$ cat src/rtl/alu_sequencer.sv
// alu_sequencer: T-state control sequencer for the Mini SRC datapath.
// Fetches, decodes and executes register-register ALU instructions.
module alu_sequencer #(
  parameter int REG_COUNT = 16,
  parameter int OPC_WIDTH = 5,
  parameter int MEM_WAIT  = 0
) (
  input  logic                 clk,
  input  logic                 clr,
  input  logic                 start,
  input  logic                 run,
  input  logic [31:0]          ir,
  output logic                 PC_out,
  output logic                 MAR_in,
  output logic                 IncPC,
  output logic                 Z_in,
  output logic                 Zlow_out,
  output logic                 Zhigh_out,
  output logic                 PC_in,
  output logic                 Read,
  output logic                 MDR_in,
  output logic                 MDR_out,
  output logic                 IR_in,
  output logic                 Y_in,
  output logic                 LO_in,
  output logic                 HI_in,
  output logic [REG_COUNT-1:0] R_in,
  output logic [REG_COUNT-1:0] R_out,
  output logic [OPC_WIDTH-1:0] alu_instruction,
  output logic                 busy,
  output logic                 done,
  output logic                 fault
);

  localparam int RW = (REG_COUNT > 1) ? $clog2(REG_COUNT) : 1;
  localparam int LSB = 32 - OPC_WIDTH - 3 * RW;
  localparam logic [2:0] WAIT_INIT = 3'(MEM_WAIT);
  localparam logic [REG_COUNT-1:0] REG_ONE = REG_COUNT'(1);

  localparam logic [OPC_WIDTH-1:0] OP_ADD  = OPC_WIDTH'(3);
  localparam logic [OPC_WIDTH-1:0] OP_SUB  = OPC_WIDTH'(4);
  localparam logic [OPC_WIDTH-1:0] OP_AND  = OPC_WIDTH'(5);
  localparam logic [OPC_WIDTH-1:0] OP_OR   = OPC_WIDTH'(6);
  localparam logic [OPC_WIDTH-1:0] OP_SHR  = OPC_WIDTH'(7);
  localparam logic [OPC_WIDTH-1:0] OP_SHRA = OPC_WIDTH'(8);
  localparam logic [OPC_WIDTH-1:0] OP_SHL  = OPC_WIDTH'(9);
  localparam logic [OPC_WIDTH-1:0] OP_ROR  = OPC_WIDTH'(10);
  localparam logic [OPC_WIDTH-1:0] OP_ROL  = OPC_WIDTH'(11);
  localparam logic [OPC_WIDTH-1:0] OP_MUL  = OPC_WIDTH'(15);
  localparam logic [OPC_WIDTH-1:0] OP_DIV  = OPC_WIDTH'(16);
  localparam logic [OPC_WIDTH-1:0] OP_NEG  = OPC_WIDTH'(17);
  localparam logic [OPC_WIDTH-1:0] OP_NOT  = OPC_WIDTH'(18);

  typedef enum logic [3:0] {
    S_IDLE, S_T0, S_T1, S_T2, S_T3,
    S_T4, S_T5, S_T6, S_FAULT
  } state_t;

  state_t r_state;
  state_t w_next;
  logic [2:0] r_wait;
  logic r_fault;

  logic [OPC_WIDTH-1:0] w_opc;
  logic [RW-1:0] w_ra;
  logic [RW-1:0] w_rb;
  logic [RW-1:0] w_rc;
  logic [REG_COUNT-1:0] w_ra_oh;
  logic [REG_COUNT-1:0] w_rb_oh;
  logic [REG_COUNT-1:0] w_rc_oh;
  logic w_two;
  logic w_una;
  logic w_md;
  logic w_legal_two;
  logic w_legal_una;
  logic w_unused;

  assign w_opc = ir[31 -: OPC_WIDTH];
  assign w_ra  = ir[31-OPC_WIDTH -: RW];
  assign w_rb  = ir[31-OPC_WIDTH-RW -: RW];
  assign w_rc  = ir[31-OPC_WIDTH-2*RW -: RW];
  assign w_unused = ^ir[LSB-1:0];

  // Out-of-range indices shift out to zero, which doubles as the range check.
  assign w_ra_oh = REG_ONE << w_ra;
  assign w_rb_oh = REG_ONE << w_rb;
  assign w_rc_oh = REG_ONE << w_rc;

  assign w_md  = (w_opc == OP_MUL) || (w_opc == OP_DIV);
  assign w_una = (w_opc == OP_NEG) || (w_opc == OP_NOT);
  assign w_two = w_md
    || (w_opc == OP_ADD) || (w_opc == OP_SUB)
    || (w_opc == OP_AND) || (w_opc == OP_OR)
    || (w_opc == OP_SHR) || (w_opc == OP_SHRA)
    || (w_opc == OP_SHL) || (w_opc == OP_ROR)
    || (w_opc == OP_ROL);

  assign w_legal_two = w_two && (|w_ra_oh) && (|w_rb_oh) && (|w_rc_oh);
  assign w_legal_una = w_una && (|w_ra_oh) && (|w_rb_oh);

  // State register, memory wait counter and sticky fault flag.
  always_ff @(posedge clk or negedge clr) begin
    if (!clr) begin
      r_state <= S_IDLE;
      r_wait  <= 3'd0;
      r_fault <= 1'b0;
    end else begin
      r_state <= w_next;
      if (r_state == S_T0) begin
        r_wait <= WAIT_INIT;
      end else if (r_state == S_T1 && r_wait != 3'd0) begin
        r_wait <= r_wait - 3'd1;
      end
      if (r_state == S_FAULT) begin
        r_fault <= 1'b1;
      end else if (r_state == S_IDLE && start) begin
        r_fault <= 1'b0;
      end
    end
  end

  // Next-state selection.
  always_comb begin
    w_next = r_state;
    unique case (r_state)
      S_IDLE:  if (start) w_next = S_T0;
      S_T0:    w_next = S_T1;
      S_T1:    if (r_wait == 3'd0) w_next = S_T2;
      S_T2:    w_next = w_legal_una ? S_T4 : S_T3;
      S_T3:    w_next = w_legal_two ? S_T4 : S_FAULT;
      S_T4:    w_next = S_T5;
      S_T5: begin
        if (w_md) w_next = S_T6;
        else      w_next = run ? S_T0 : S_IDLE;
      end
      S_T6:    w_next = run ? S_T0 : S_IDLE;
      S_FAULT: w_next = S_IDLE;
      default: w_next = S_IDLE;
    endcase
  end

  // Moore strobe decode from state and IR fields.
  always_comb begin
    PC_out = 1'b0;
    MAR_in = 1'b0;
    IncPC = 1'b0;
    Z_in = 1'b0;
    Zlow_out = 1'b0;
    Zhigh_out = 1'b0;
    PC_in = 1'b0;
    Read = 1'b0;
    MDR_in = 1'b0;
    MDR_out = 1'b0;
    IR_in = 1'b0;
    Y_in = 1'b0;
    LO_in = 1'b0;
    HI_in = 1'b0;
    R_in = '0;
    R_out = '0;
    alu_instruction = '0;
    done = 1'b0;
    unique case (r_state)
      S_T0: begin
        PC_out = 1'b1;
        MAR_in = 1'b1;
        IncPC = 1'b1;
        Z_in = 1'b1;
      end
      S_T1: begin
        Read = 1'b1;
        MDR_in = 1'b1;
        if (r_wait == WAIT_INIT) begin
          Zlow_out = 1'b1;
          PC_in = 1'b1;
        end
      end
      S_T2: begin
        MDR_out = 1'b1;
        IR_in = 1'b1;
      end
      S_T3: begin
        if (w_legal_two) begin
          R_out = w_rb_oh;
          Y_in = 1'b1;
        end
      end
      S_T4: begin
        R_out = w_una ? w_rb_oh : w_rc_oh;
        alu_instruction = w_opc;
        Z_in = 1'b1;
      end
      S_T5: begin
        Zlow_out = 1'b1;
        if (w_md) begin
          LO_in = 1'b1;
        end else begin
          R_in = w_ra_oh;
          done = 1'b1;
        end
      end
      S_T6: begin
        Zhigh_out = 1'b1;
        HI_in = 1'b1;
        done = 1'b1;
      end
      default: ;
    endcase
  end

  assign busy  = (r_state != S_IDLE);
  assign fault = r_fault;

endmodule
$ cat config.mk
export PLATFORM = sky130hd
export DESIGN_NAME = alu_sequencer
export DESIGN_NICKNAME = d
export VERILOG_FILES = /design/src/rtl/alu_sequencer.sv
export SDC_FILE = /design/constraint.sdc
export NUM_CORES = 1
export LEC_CHECK = 0
export ABC_AREA = 1
export CORE_MARGIN = 10
export CORE_UTILIZATION = 33
export DETAILED_ROUTE_END_ITERATION = 16
export GPL_ROUTABILITY_DRIVEN = 0
export PLACE_DENSITY = 0.79
export SLEW_MARGIN = 0
export SYNTH_ARGS = -nofsm -noshare
export SYNTH_HDL_FRONTEND = slang
export SYNTH_SLANG_ARGS = --single-unit
$ cat constraint.sdc
create_clock -name clk -period 1.4 [get_ports clk]
set_clock_uncertainty 0.1 [all_clocks]
set_input_delay 0.21 -clock clk [delete_from_list [all_inputs] [get_ports clk]]
set_output_delay 0.21 -clock clk [all_outputs]
set_load 0.02 [all_outputs]
Yosys cells after proc, flatten, opt, wreduce, memory -nomap -nowiden:

Index checks and enable logic that the tools add are counted.
Widths: inputs -> output; s select.

* bits in registers: 8
* input bits: 36
* output and inout port bits: 54
* word-level logic and storage cells: 90

* add/subtract/negate cells: 1
* eq/ne operators: 23
* shifts and indexed selects: 3
* muxes and demuxes: 31
* reductions and logical operators: 29

Operators by type and width (count)
* $mux 16: 4
* $reduce_or 16->1: 3
* $shl 1x4->16 const A: 3
* $pmux 16 s2: 1
* $pmux 4 s8: 1
* $eq 5x4->1 const B: 5
* $eq 5x3->1 const B: 4
* $eq 4x3->1 const B: 4
* $mux 1: 16
* $eq 5x5->1 const B: 3
* $mux 4: 3
* $logic_or 1x1->1: 11
* $mux 3: 3
* $eq 4x2->1 const B: 2
* $logic_and 1x1->1: 7
* $eq 5x2->1 const B: 1
* $mux 5: 1
* $eq 4x1->1 const B: 1
* $eq 4x4->1 const B: 1
* $logic_not 4->1: 1
* $pmux 1 s2: 2
* $reduce_bool 2->1: 2
* $reduce_bool 4->1: 1
* $logic_not 3->1: 1
* other kinds (6): 6

Longest topological paths before layout:

Gate-level depths: netlist of the first run.

* word-level depth: 16
* mapped depth: 9
* gate-level depth less buffers: 9

Least setup slack after synthesis of the first run:

Ideal clock, no wire load.

* kind: flip-flop to output port
* from: register r_state[3]
* to: output R_out[2]
* arrival time: 1.369 ns
* data required time: 1.090 ns
* slack: -0.279 ns
* cell stages (with the launch flop): 6
* path buffers: 0
* cell sequence: dfrtp_1 nor2_4 inv_2 nor3_2 nand2_2 o21ai_0

* cells in the longest elaborated chain, start to end: 2
* elaborated cells between the ends (all ways): 3

RTL lines
* start: declaration: RTL line 59 `state_t r_state;`
* start signal: assignment: RTL line 108 `r_state <= w_next;`
* $eq 4x3->1: RTL line 162 `unique case (r_state)`
* $pmux 16 s2 *: RTL line 162
* end: declaration: RTL line 28 `output logic [REG_COUNT-1:0] R_out,`

Mark *: on every way between the ends. The rest lies on a longest branch, timed or not.

Worst setup path after layout of the first run:

* from: register r_state[3]
* to: output R_in[11]

* cells in the longest elaborated chain, start to end: 2

RTL lines
* $eq 4x3->1: RTL line 162
* $mux 16: RTL line 162
* end: declaration: RTL line 27 `output logic [REG_COUNT-1:0] R_in,`

No other way between the ends.

==> run summary, run 1 <==
RSZ-0062 raised after global routing - yes
Leak - 1.40 nW
violated checks - setup timing
final WL - 6490 um
clock latency on the worst-skew pair - 0.22 ns
wire per inst - 15.6 um
CP max stage cell - dfrtp_1
die width - 83.9 um
MaxCap Viol Count - 0
post-synth top area share - 0.164
Seq/Total Area, Yosys - 0.149
# IOs - 90
GRT Overall Usage - 0.167
max_slew headroom - 0.752
Core Box Area - 3970 um2
vias in the first global route - 2211
Worst EP required - 1.09 ns
post-synthesis cell type count - 25
Post-Place Cells - 395
clk buf depth - 2
top post-synthesis cells by area - nand3_1 16%, dfrtp_1 15%, nor2_1 10%, nand2_1 9.2%, inv_1 8.6%
post-DP HPWL - 4550 um
r2r setup slk - -0.21 ns
Vias - 2150
Die ar. - 7030 um2
ratio of cells with drive above 1 in the final layout - 0.568
Reg2Reg Capture Point - r_wait[2]$_DFFE_PN0P_
Placed Area - 2690 um2
Starting Density - 0.339
Avg Inst Size Synth - 5.61 um2
final design utilization - 0.789
first-pass GRT wire length - 10300 um
root buffer cell - clkbuf_8
Worst-Margin Slew - 0.371 ns
Min Clock Period, post-route - 2.00 ns
Critical Path End Type - output pin
number of buffers added on ports - 74
worst reg2reg path depth - 9
power per cell area - 1070 nW/um2
Peak VDD IR - 0.480 mV
Post-DRT Antenna Nets - 0
# setup viols final - 60
Residual DRC - 0
Clk pin slew, worst setup/hold paths - 0.04 ns
Initial DRC Count - 128
Max FO, Critical Path - 8
Nets - 406
Worst Path Buf+Inv - 2
final instance area - 3130 um2
Synth Instances - 240
delay-heaviest family, CP - simple AND/OR/NAND/NOR gates
clk sinks - 8
largest net degree at the start of global routing - 18
vias per inst - 5.17
Yosys reg bits - 8
CP Data Arrival Time - 1.69 ns
Ys Warns - 0
site row count - 23
status - finished, violations left
period utilisation layout - 1.43
total CTS buffers - 3
Slew Limit Fails - 0
reg-to-reg startpoint - r_state[0]$_DFFE_PN0P_
GRT overflow - 0
drt pass-1 iters - 4
CTS tree - built
# diodes - 0
Setup CP Type - register to output pin
Layout Area Growth over Synthesis - 133%
CP max stage delay - 0.40 ns
CP most frequent cell - nor2_4
critical-path cell list - nor2_4 -> nand2_2 -> nor2_2 -> inv_2 -> nor2_4 -> nand2_8 -> nor2_4 -> buf_6
Final Hold Fails - 0
Synth area leader - nand3_1
Final Non-Filler Cells - 416
CTS H-tree depth - 1
syn nets - 278
CP Launch Type - register
Highest Clock Rate - 0.501 GHz
worst setup margin - -0.595 ns
Worst Hold Class - primary input to asynchronous set/reset pin
synthesized area - 1350 um2
final hold slack - 0.168 ns
Die Y - 83.9 um
initial antenna violation count - 0
[timing repair]
item | 4_1_cts | 5_1_grt
endpoints found under the setup margin | 61 | 60
hold buffers | 0 | 0
buffers inserted | 11 | 7
cloned | 1 | 0
pin swaps | 12 | 11
gates resized for setup | 336 | 59
[cell usage in the layout (no fill, tap or decap), types with 3 or more instances in the layout]
| master | n |
|---|---|
| nor2_4 | 31 |
| clkbuf_8 | 3 |
| buf_4 | 62 |
| buf_6 | 51 |
| nand3_1 | 41 |
| o21ai_2 | 6 |
| o21ai_0 | 11 |
| nand2_4 | 4 |
| nand4_1 | 13 |
| o21ai_1 | 9 |
| nor2_2 | 3 |
| o21ai_4 | 9 |
| nor2_1 | 5 |
| inv_4 | 5 |
| inv_1 | 22 |
| clkdlybuf4s50_1 | 15 |
| nand3_2 | 3 |
| dlygate4sd2_1 | 5 |
| inv_2 | 7 |
| nand2_1 | 24 |
| dfrtp_1 | 6 |
| nand2_2 | 10 |
[layer usage]
metal,up-vias,global-route usage,share of wire,wire length (um)
li1,1058,-,-,-
met1,996,0.170,0.37,2380
met2,84,0.328,0.55,3560
met3,12,0.0391,0.065,422
met4,0,0.0381,0.019,121
met5,-,0,0,0
[stage by stage]
stage / power (mW) / worst slack (ns) / TNS [ns]
3_3_place_gp: 2.27 / -1.11 / -47.46
6_report: 3.37 / -0.595 / -23.60
3_5_place_dp: 2.32 / -1.16 / -49.17
4_1_cts: 3.00 / -0.578 / -23.35
5_1_grt: 3.56 / -0.677 / -27.91
2_1_floorplan: 1.46 / -0.173 / -5.51
[worst register-to-register path, cell delays in order, from the launching register on]
cell and delay, ns:
dfrtp_2 0.45, buf_6 0.14, buf_6 0.11, inv_4 0.05, nand4_4 0.13, buf_6 0.17
a21oi_4 0.14, nand3_1 0.11, nand2_1 0.07, nor2_1 0.04
[Yosys cell counts]
cell / number
nor2_2: 2
nor2_8: 1
a32o_1: 1
o21ai_0: 22
nor4_1: 1
nor2_4: 1
nor3_2: 1
buf_6: 3
a21oi_1: 4
buf_2: 4
clkbuf_1: 2
nand2_2: 5
nand3_1: 44
dfrtp_1: 8
nand4_2: 1
nand2_4: 1
nor2_1: 36
nand2_1: 33
inv_1: 31
inv_2: 5
o22ai_1: 1
o21ai_1: 13
ha_1: 2
nand4_1: 13
buf_4: 5
[state kept, by name, indices dropped and copies added, names as in the netlist]
| signal | count |
|---|---|
| fault | 1 |
| r_state | 4 |
| r_wait | 3 |
[where the power goes]
group	switching [mW]	internal (mW)
Sequential	0.0876	0.296
Clock	0.0866	0.186
Combinational	1.42	1.29
Total	1.59	1.77
[kinds of logic (layout without fill, tap and decap cells)]
logic type / count (synthesis) / after routing / synth area share
adder cells (fa/ha/maj): 2 / 2 / 0.0186
AO/OA/AOI/OAI: 41 / 41 / 0.157
AND/OR/NAND/NOR: 139 / 140 / 0.502
buffers and inverters: 50 / 175 / 0.174
flip-flops: 8 / 8 / 0.149
[cell type report]
class	instances	area, um2
inverters	36	160
multi-input cells	183	1380
clock buffers	3	41.3
well taps	50	62.6
repair buffers	136	1280
flip-flops and latches	8	203
fillers	257	837
[worst max path at each step]
| stage | end | startpoint | cells after the start | slack [ns] |
|---|---|---|---|---|
| global placement | R_out[9] | ir[30] | 9 | -1.11 |
| detailed placement | R_out[14] | ir[29] | 10 | -1.16 |
| CTS | R_in[4] | r_state[3]$_DFFE_PN0P_ | 8 | -0.58 |
| floorplan | R_in[0] | r_state[3]$_DFFE_PN0P_ | 7 | -0.17 |
| global route | R_in[11] | r_state[3]$_DFFE_PN0P_ | 8 | -0.68 |
| finish | R_in[11] | r_state[3]$_DFFE_PN0P_ | 8 | -0.60 |
(Power assumes the default switching activity.)
==> inputs of run 2 (changes only) <==
--- a/config.mk
+++ b/config.mk
@@ -6,11 +6,10 @@
 export NUM_CORES = 1
 export LEC_CHECK = 0
 export ABC_AREA = 1
-export CORE_MARGIN = 10
-export CORE_UTILIZATION = 33
+export CORE_UTILIZATION = 39
 export DETAILED_ROUTE_END_ITERATION = 16
 export GPL_ROUTABILITY_DRIVEN = 0
-export PLACE_DENSITY = 0.79
+export PLACE_DENSITY = 0.88
 export SLEW_MARGIN = 0
 export SYNTH_ARGS = -nofsm -noshare
 export SYNTH_HDL_FRONTEND = slang
==> constraint.sdc (replaced) <==
create_clock -name clk -period 2.55 [get_ports clk]
set_clock_uncertainty 0.1 [all_clocks]
set_input_delay 0.3825 -clock clk [delete_from_list [all_inputs] [get_ports clk]]
set_output_delay 0.3825 -clock clk [all_outputs]
set_load 0.02 [all_outputs]
==> run summary, run 2 (synthesized netlist as in run 1, its figures left out) <==
CP Launch Type - primary input
period utilisation layout - 0.954
Peak VDD IR - 0.336 mV (-30%)
total CTS buffers - 3 (unchanged)
status - completed
CTS H-tree depth - 1 (unchanged)
worst reg2reg path depth - 9 (unchanged)
Die Y - 60.8 um (-28%)
CP Data Arrival Time - 1.95 ns (+0.26 ns)
reg-to-reg startpoint - r_state[3]$_DFFE_PN0P_
GRT overflow - 0 (unchanged)
Final Hold Fails - 0 (unchanged)
vias in the first global route - 1709 (-23%)
die width - 60.8 um (-28%)
Highest Clock Rate - 0.411 GHz
Slew Limit Fails - 0 (unchanged)
Reg area - 200 um2 (-1.2%)
Sum Neg Setup Slack - 0 ns (+23.60 ns)
Die ar. - 3690 um2 (-48%)
Worst Hold Class - primary input to asynchronous set/reset pin
Clk pin slew, worst setup/hold paths - 0.06 ns (+0.02 ns)
drt pass-1 iters - 5 (+1)
Layout Area Growth over Synthesis - 54.1%
Vias - 1944 (-9.6%)
r2r setup slk - 1.00 ns (+1.21 ns)
delay-heaviest family, CP - buffers and inverters
Filler Cell Count - 312 (+21%)
CP most frequent cell - o21ai_0
Final Non-Filler Cells - 368 (-12%)
final hold slack - 0.309 ns (+0.140 ns)
Worst EP required - 2.07 ns (+0.98 ns)
CP max stage delay - 0.51 ns (+0.11 ns)
power per cell area - 553 nW/um2 (-49%)
wire per inst - 12.3 um (-21%)
Final Power - 1.15 mW (-66%)
post-DP HPWL - 3500 um (-23%)
clock latency on the worst-skew pair - 0.26 ns (+0.04 ns)
# setup viols final - 0 (-100%)
root buffer cell - clkbuf_4
clk sinks - 8 (unchanged)
CP max stage cell - clkdlybuf4s50_1
final WL - 4530 um (-30%)
Core Box Area - 3150 um2 (-21%)
Setup CP Type - primary input to output pin
Min Clock Period, post-route - 2.43 ns
first-pass GRT wire length - 7160 um (-30%)
Post-Place Cells - 363 (-8.1%)
Placed Area - 2190 um2 (-19%)
footprint of the multi-input gates - 920 um2 (-34%)
highest-count cells in the layout ignoring fill and taps - 44 x nand3_1, 36 x clkdlybuf4s50_1, 35 x nor2_1, 33 x nand2_1, 31 x inv_1
Max FO, Critical Path - 17 (+9)
number of flip-flops in the largest register - 4 (unchanged)
MaxCap Viol Count - 0 (unchanged)
final instance area - 2070 um2 (-34%)
Worst Path Buf+Inv - 3 (+1)
Nets - 364 (-10%)
Residual DRC - 0 (unchanged)
critical-path cell list - clkdlybuf4s50_1 -> inv_1 -> nor2_2 -> nand2_4 -> o21ai_0 -> nand3_1 -> o21ai_0 -> buf_2
largest net degree at the start of global routing - 18 (unchanged)
ratio of cells with drive above 1 in the final layout - 0.231 (-0.337)
Worst-Margin Slew - 0.388 ns (+0.0170 ns)
# IOs - 90 (unchanged)
commonest non-fill, non-tap cell in the layout - nand3_1
Initial DRC Count - 105 (-18%)
# diodes - 0 (unchanged)
site row count - 20 (-13%)
Largest Register - r_state
vias per inst - 5.28 (+2.2%)
Post-DRT Antenna Nets - 0 (unchanged)
initial antenna violation count - 0 (unchanged)
clk buf depth - 2 (unchanged)
Reg2Reg Capture Point - r_state[0]$_DFFE_PN0P_
number of buffers added on ports - 74 (unchanged)
CTS tree - built
Leak - 1.03 nW (-26%)
GRT Overall Usage - 0.258 (+0.0909)
max_slew headroom - 0.741 (-0.0114)
Critical Path End Type - output pin
Starting Density - 0.427 (+0.0880)
==> run 2: cell count changes in the layout (fill, tap and decap cells not counted), sizes merged <==
cell | previous run | this run
clkbuf | 3 | 32
dlygate4sd2 | 5 | 3
nand2 | 40 | 39
clkdlybuf4s50 | 15 | 36
dlymetal6s2s | 0 | 1
buf | 115 | 25
==> run 2: through the flow <==
step                      setup slack, ns  utilization
after floorplan                     0.699            -
after global placement             -0.269        0.693
after detailed placement           -0.301        0.693
after CTS                         -0.0212        0.691
after global routing             -0.00614        0.658
final                               0.116        0.658
==> run 2: worst max-delay path by stage <==
stage                      startpoint       end  slack (ns)  cells after the start
3_3_place_gp                   ir[31]  R_out[5]       -0.27                      9
2_1_floorplan  r_state[3]$_DFFE_PN0P_  R_out[2]        0.70                      5
6_report                       ir[31]  R_out[5]        0.12                      8
3_5_place_dp                   ir[31]  R_out[7]       -0.30                      9
5_1_grt                        ir[30]  R_out[5]      -0.006                      9
4_1_cts                        ir[31]  R_out[7]       -0.02                      9
==> run 2: layout make-up <==
cell class | instances | area share
clock buffers | 3 | 0.0109
flip-flops and latches | 8 | 0.0965
multi-input cells | 182 | 0.443
well taps | 44 | 0.0265
repair buffers | 95 | 0.354
inverters | 36 | 0.0688
==> run 2: report_power, final <==
group,switching [mW],total [mW],leakage (nW),internal [mW]
registers,0.0543,0.213,0.107,0.158
logic,0.492,0.834,0.910,0.342
clock network,0.0467,0.101,0.0138,0.0541
==> run 2: worst reg2reg max path, stage by stage (launching register included) <==
cell and delay [ns]:
dfrtp_1 0.43, nor2_4 0.15, inv_2 0.09, nor3_2 0.15, nand2_2 0.11, buf_4 0.15
inv_1 0.06, buf_4 0.10, nor2_1 0.03, nor2_1 0.10
==> run 2: routing by layer <==
layer | routed length [um] | vias up | GRT usage
met3 | 495 | 15 | 0.0554
met4 | 69 | 0 | 0.107
met5 | 0 | - | 0
li1 | - | 971 | -
met1 | 1780 | 856 | 0.318
met2 | 2190 | 102 | 0.435
==> run 2: what timing repair did <==
action	4_1_cts	5_1_grt
buffers inserted	2	0
hold buffers	0	0
setup endpoints to repair	40	34
gates resized for setup	38	83
